File: src/rtl/am_align_seq.sv
// Closed-loop alignment sequencer for one motor axis: waits for an image result, issues a move,
// waits for run/stop and settle frames, repeats until ok / iteration limit / timeout / abort.
module am_align_seq #(
  parameter int C_STEP_NUMBER_WIDTH = 32,
  parameter int C_ITER_WIDTH        = 8,
  parameter int C_FRAME_CNT_WIDTH   = 8
) (
  input  logic                           clk,
  input  logic                           resetn,
  input  logic                           start,
  input  logic                           abort,
  input  logic [C_ITER_WIDTH-1:0]        cfg_max_iter,
  input  logic [C_FRAME_CNT_WIDTH-1:0]   cfg_settle_frames,
  input  logic [C_FRAME_CNT_WIDTH-1:0]   cfg_timeout_frames,
  input  logic                           img_pulse,
  input  logic                           am_pulse,
  input  logic [C_STEP_NUMBER_WIDTH-1:0] am_step,
  input  logic                           am_ok,
  input  logic                           am_should_start,
  input  logic                           m_state,
  output logic                           m_start,
  output logic [C_STEP_NUMBER_WIDTH-1:0] m_step,
  output logic                           m_stop,
  output logic                           busy,
  output logic                           done,
  output logic                           ok,
  output logic [1:0]                     err_code,
  output logic [C_ITER_WIDTH-1:0]        iter_cnt
);

  typedef enum logic [2:0] {
    IDLE, WAIT_RES, ISSUE, WAIT_RUN, WAIT_STOP, SETTLE, FIN
  } state_t;

  localparam logic [1:0] ERR_NONE    = 2'd0;
  localparam logic [1:0] ERR_TIMEOUT = 2'd1;
  localparam logic [1:0] ERR_ITER    = 2'd2;
  localparam logic [1:0] ERR_ABORT   = 2'd3;

  state_t                         state, state_nx;
  logic [C_FRAME_CNT_WIDTH-1:0]   frame_cnt, frame_cnt_nx;
  logic [C_STEP_NUMBER_WIDTH-1:0] step_lat, step_lat_nx;
  logic [C_STEP_NUMBER_WIDTH-1:0] m_step_nx;
  logic [C_ITER_WIDTH-1:0]        iter_nx;
  logic [1:0]                     err_nx;
  logic                           m_start_nx, m_stop_nx, busy_nx, done_nx, ok_nx;
  logic                           timeout_hit, abortable, motor_phase;

  always_comb begin
    state_nx    = state;
    step_lat_nx = step_lat;
    m_start_nx  = 1'b0;
    m_step_nx   = m_step;
    m_stop_nx   = 1'b0;
    done_nx     = 1'b0;
    ok_nx       = ok;
    err_nx      = err_code;
    iter_nx     = iter_cnt;

    timeout_hit = (cfg_timeout_frames != '0) && (frame_cnt == cfg_timeout_frames);
    abortable   = (state != IDLE) && (state != FIN);
    motor_phase = (state == WAIT_RUN) || (state == WAIT_STOP);

    // abort outranks timeout, which outranks the normal flow
    if (abort && abortable) begin
      state_nx  = FIN;
      ok_nx     = 1'b0;
      err_nx    = ERR_ABORT;
      m_stop_nx = motor_phase;
    end else if (timeout_hit && (motor_phase || state == WAIT_RES)) begin
      state_nx  = FIN;
      ok_nx     = 1'b0;
      err_nx    = ERR_TIMEOUT;
      m_stop_nx = motor_phase;
    end else begin
      case (state)
        IDLE: begin
          if (start && !abort) begin
            state_nx = WAIT_RES;
            iter_nx  = '0;
            ok_nx    = 1'b0;
            err_nx   = ERR_NONE;
          end
        end
        WAIT_RES: begin
          if (am_pulse) begin
            if (am_ok) begin
              state_nx = FIN;
              ok_nx    = 1'b1;
              err_nx   = ERR_NONE;
            end else if (am_should_start && (am_step != '0)) begin
              state_nx    = ISSUE;
              step_lat_nx = am_step;
            end
          end
        end
        ISSUE: begin
          if (iter_cnt == cfg_max_iter) begin
            state_nx = FIN;
            ok_nx    = 1'b0;
            err_nx   = ERR_ITER;
          end else begin
            state_nx   = WAIT_RUN;
            m_start_nx = 1'b1;
            m_step_nx  = step_lat;
            iter_nx    = iter_cnt + 1'b1;
          end
        end
        WAIT_RUN:  if (m_state)  state_nx = WAIT_STOP;
        WAIT_STOP: if (!m_state) state_nx = SETTLE;
        SETTLE:    if (frame_cnt >= cfg_settle_frames) state_nx = WAIT_RES;
        FIN: begin
          done_nx  = 1'b1;
          state_nx = IDLE;
        end
        default:   state_nx = IDLE;
      endcase
    end

    busy_nx = (state_nx != IDLE);

    // the frame count restarts in every state, so each wait measures only its own frames
    if (state_nx != state)
      frame_cnt_nx = '0;
    else if (img_pulse && (frame_cnt != '1))
      frame_cnt_nx = frame_cnt + 1'b1;
    else
      frame_cnt_nx = frame_cnt;
  end

  always_ff @(posedge clk) begin
    if (!resetn) begin
      state     <= IDLE;
      frame_cnt <= '0;
      step_lat  <= '0;
      m_start   <= 1'b0;
      m_step    <= '0;
      m_stop    <= 1'b0;
      busy      <= 1'b0;
      done      <= 1'b0;
      ok        <= 1'b0;
      err_code  <= ERR_NONE;
      iter_cnt  <= '0;
    end else begin
      state     <= state_nx;
      frame_cnt <= frame_cnt_nx;
      step_lat  <= step_lat_nx;
      m_start   <= m_start_nx;
      m_step    <= m_step_nx;
      m_stop    <= m_stop_nx;
      busy      <= busy_nx;
      done      <= done_nx;
      ok        <= ok_nx;
      err_code  <= err_nx;
      iter_cnt  <= iter_nx;
    end
  end

endmodule
File: config.mk
export PLATFORM = sky130hd
export DESIGN_NAME = am_align_seq
export DESIGN_NICKNAME = d
export VERILOG_FILES = /design/src/rtl/am_align_seq.sv
export SDC_FILE = /design/constraint.sdc
export NUM_CORES = 1
export LEC_CHECK = 0
export BUFFER_PORTS_ARGS = -buffer_cell sky130_fd_sc_hd__buf_4
export CORE_ASPECT_RATIO = 1.2
export CORE_MARGIN = 3
export CORE_UTILIZATION = 56
export DETAILED_ROUTE_END_ITERATION = 10
export GPL_ROUTABILITY_DRIVEN = 0
export PLACE_DENSITY = 0.84
export SYNTH_ARGS = -nofsm -noshare
export SYNTH_HDL_FRONTEND = slang
export SYNTH_SLANG_ARGS = --single-unit
File: constraint.sdc
create_clock -name clk -period 4.8 [get_ports clk]
set_input_delay 0.24 -clock clk [delete_from_list [all_inputs] [get_ports clk]]
set_output_delay 0.24 -clock clk [all_outputs]
set_load 0.01 [all_outputs]
==> results.toml <==
[outcome]
status = "finished, final reports clean"

[pwr]
switchingPower_w = 0.000708
powerDensity_nw_per_um2 = 377
swShare_pct = 36.3
seq_power_share_pct = 44.4
p_comb_share_pct = 31.6
p_leak_nw = 2.35
intPower_w = 0.00124
p_clk_share_pct = 24.0
vdd_drop_max_v = 0.000352

[detailed_routing]
vias = 3479
dr.pass1.iters = 4
drt-initial-drc-count = 183
drc = 0
wl_per_cell_um = 15.0
antenna_left = 0
vias_per_cell = 5.54
wl_um = 9440

[global_route]
grt_pass1_wl_um = 15400
overflow = 0
antenna_found_initial = 0
grt_pass1_vias = 3349
track_usage_pct = 22.7
grt_max_degree = 72

[synthesis]
synth_area_per_cell_um2 = 9.58
ys_types = 51
ys.flop_type = "dfxtp_1"
synth_nets = 506
syn_area_um2 = 4130
synth_top_area_cell = "dfxtp_1"
synth-edff-count = 0
yosys-top-cells-area = "dfxtp_1 (44%), mux2i_1 (16%), nor2_1 (7.9%)"
synth_cells = 431
yosys_warnings = 0
synth.top_cell.area_share_pct = 43.6
synth-seq-cells = 90
yosysSeqAreaShare_pct = 43.6
synthArstFlopShare_pct = 0

[final_layout]
antenna_cells = 0
drive_gt1_share_pct = 27.4
area_growth_pct = 25.4
nets = 611
final_util_pct = 74.2
fin_cells = 628
final_area_um2 = 5180

[clocking]
tritoncts = "yes"
cts_buffers = 9
cts_setup_buffers = 0
cts_sinks = 90
clock_path_buffers = 2
clk_pin_slew_worst_paths_ns = 0.10
hold_buffers = 0
clockRootBuffer = "clkbuf_8"
cts_resized = 0
htreeDepth = 3
insertion_delay_ns = 0.36

[place]
hpwl_um = 7080
port_buffers = 111
dp_cells = 612
dpl_cell_area_um2 = 5000

[sta]
tns_ns = 0
maxSlewHeadroom_pct = 23.6
hold_viol = 0
max_freq_mhz = 402
finalSetupViolCount = 0
finalMaxSlewViolations = 0
rsz0062_at_grt = "false"
fin_worst_skew_ns = 0.0105
finalCritPeriodShare_pct = 51.9
min_period_ns = 2.49
hold_slack_ns = 0.114
tightest_slew_ns = 1.14

[setup_path]
cp.required_ns = 5.03
crit_chain = "nand2b_1 -> nor2_1 -> and2_1 -> a21oi_1 -> a22oi_2 -> xor2_2 -> nor3_2"
crit_arrival_ns = 2.72
endpoint_kind = "flip-flop"
start_kind = "flip-flop"
cpPeakStageDelay_ns = 0.72
cp_max_fo = 19
ff2ff_path_depth = 7
r2r_slack_ns = 2.31
critical_path_class = "reg -> reg"
critical_path_depth = 7
crit_family = "simple AND/OR/NAND/NOR gates"
path_buf_inv = 0
crit_path_top_delay_cell = "dfxtp_1"

[die]
rows = 33
ios = 112
die_width_um = 84.4
coreArea_um2 = 6980
fp.dieArea_um2 = 8440
initial_utilization_pct = 59.2
die_h_um = 100

[hold_path]
hold_path_class = "in -> reg"
hold_path_depth = 3

[job]
drv_cap = 0
cells in the mapped netlist (2+ instances only):
| library cell | n |
|---|---|
| buf_2 | 4 |
| o21ai_1 | 2 |
| and3_1 | 2 |
| nor4_1 | 14 |
| inv_1 | 16 |
| nor2b_1 | 2 |
| nor3_1 | 6 |
| nand3_1 | 7 |
| nand4_1 | 4 |
| or3_1 | 2 |
| nand2b_1 | 6 |
| o21ai_0 | 3 |
| buf_4 | 4 |
| a211oi_1 | 6 |
| dfxtp_1 | 90 |
| o22ai_1 | 2 |
| a31oi_1 | 2 |
| a21oi_1 | 8 |
| nor3_2 | 9 |
| a2111oi_0 | 2 |
| and2_1 | 3 |
| clkbuf_1 | 10 |
| nand2_1 | 10 |
| nor2_1 | 87 |
| mux2i_1 | 67 |
| nor4_2 | 2 |
| xnor2_1 | 10 |
| ha_1 | 10 |
| xor2_1 | 19 |
worst paths after layout:
check,start,end
worst min register to register,step_lat[8],m_step[8]
worst max-delay path,state[0],frame_cnt[5]
worst max register to register,state[0],frame_cnt[5]
worst min-delay path,am_step[18],step_lat[18]
state kept, by name (all words and copies together), names as in the netlist:
name	count
m_step	32
step_lat	32
frame_cnt	8
iter_cnt	8
state	3
err_code	2
busy	1
done	1
m_start	1
m_stop	1
ok	1
cell families (layout without fill, tap and decap cells):
| family | after synthesis | count (layout) | synth area share [%] |
|---|---|---|---|
| and+or+nand+nor | 158 | 158 | 19.1 |
| adders and majority gates | 10 | 10 | 3.03 |
| xor gates and xnor gates | 30 | 30 | 6.55 |
| buffers and inverters | 36 | 146 | 3.76 |
| AOI/OAI and AO/OA | 40 | 40 | 7.70 |
| DFF | 90 | 90 | 43.6 |
| muxes | 67 | 67 | 16.2 |
cell type report:
cell class	instances	area (um2)
multi-input combinational	305	2180
sequential	90	1800
fill	534	1800
timing repair buffer	113	848
clock buffer	10	128
tap	87	109
inverter	17	63.8
clock inverter	6	48.8
through the flow:
step                power [W]  setup slack (ns)
CTS                   0.00195              2.33
finish                0.00195              2.31
floorplan             0.00132              2.73
global placement      0.00147              2.37
detailed placement    0.00149              2.27
global route          0.00206              2.11
power groups by stage:
stage | clock, W | sequential, W | combinational (W)
after global routing | 0.000507 | 0.000873 | 0.000681
final | 0.000468 | 0.000865 | 0.000617
after floorplan | 0 | 0.000842 | 0.000478
after detailed placement | 0 | 0.000879 | 0.000611
after CTS | 0.000473 | 0.000863 | 0.000616
after global placement | 0 | 0.000878 | 0.000596
placed cells by master, fill, tap and decap left out, types with 2 or more instances in the layout:
cell        synthesis  final
ha_1               10     10
o21ai_1             2      2
nor3_1              6      6
o22ai_1             2      2
a31oi_1             2      2
dfxtp_1            90     90
xor2_1             19     19
a21oi_1             8      8
a2111oi_0           2      2
nand2_1            10     10
nor2b_1             2      2
and3_1              2      2
clkbuf_8            0      9
nand2b_1            6      6
xnor2_1            10     10
or3_1               2      2
o21ai_0             3      3
nor2_1             87     87
a211oi_1            6      6
nor4_2              2      2
mux2i_1            67     67
buf_4               4    113
inv_1              16     16
inv_6               0      2
nor3_2              9      8
nand4_1             4      4
clkinvlp_4          0      3
nand3_1             7      7
nor4_1             14     14
and2_1              3      3
per-layer routing:
| layer | up-vias | GRT usage [%] | wire length, um |
|---|---|---|---|
| li1 | 1703 | - | - |
| met1 | 1626 | 27.7 | 3780 |
| met2 | 132 | 39.1 | 4790 |
| met3 | 18 | 4.93 | 666 |
| met4 | 0 | 8.77 | 196 |
| met5 | - | 0 | 0 |
tightest hold or removal path: cells and delay by family:
kind,cells,cell delay (ns)
buffers and inverters,1,0.08
AND/OR/NAND/NOR,1,0.07
multiplexers,1,0.06
Power figures use the tool's default switching activity.
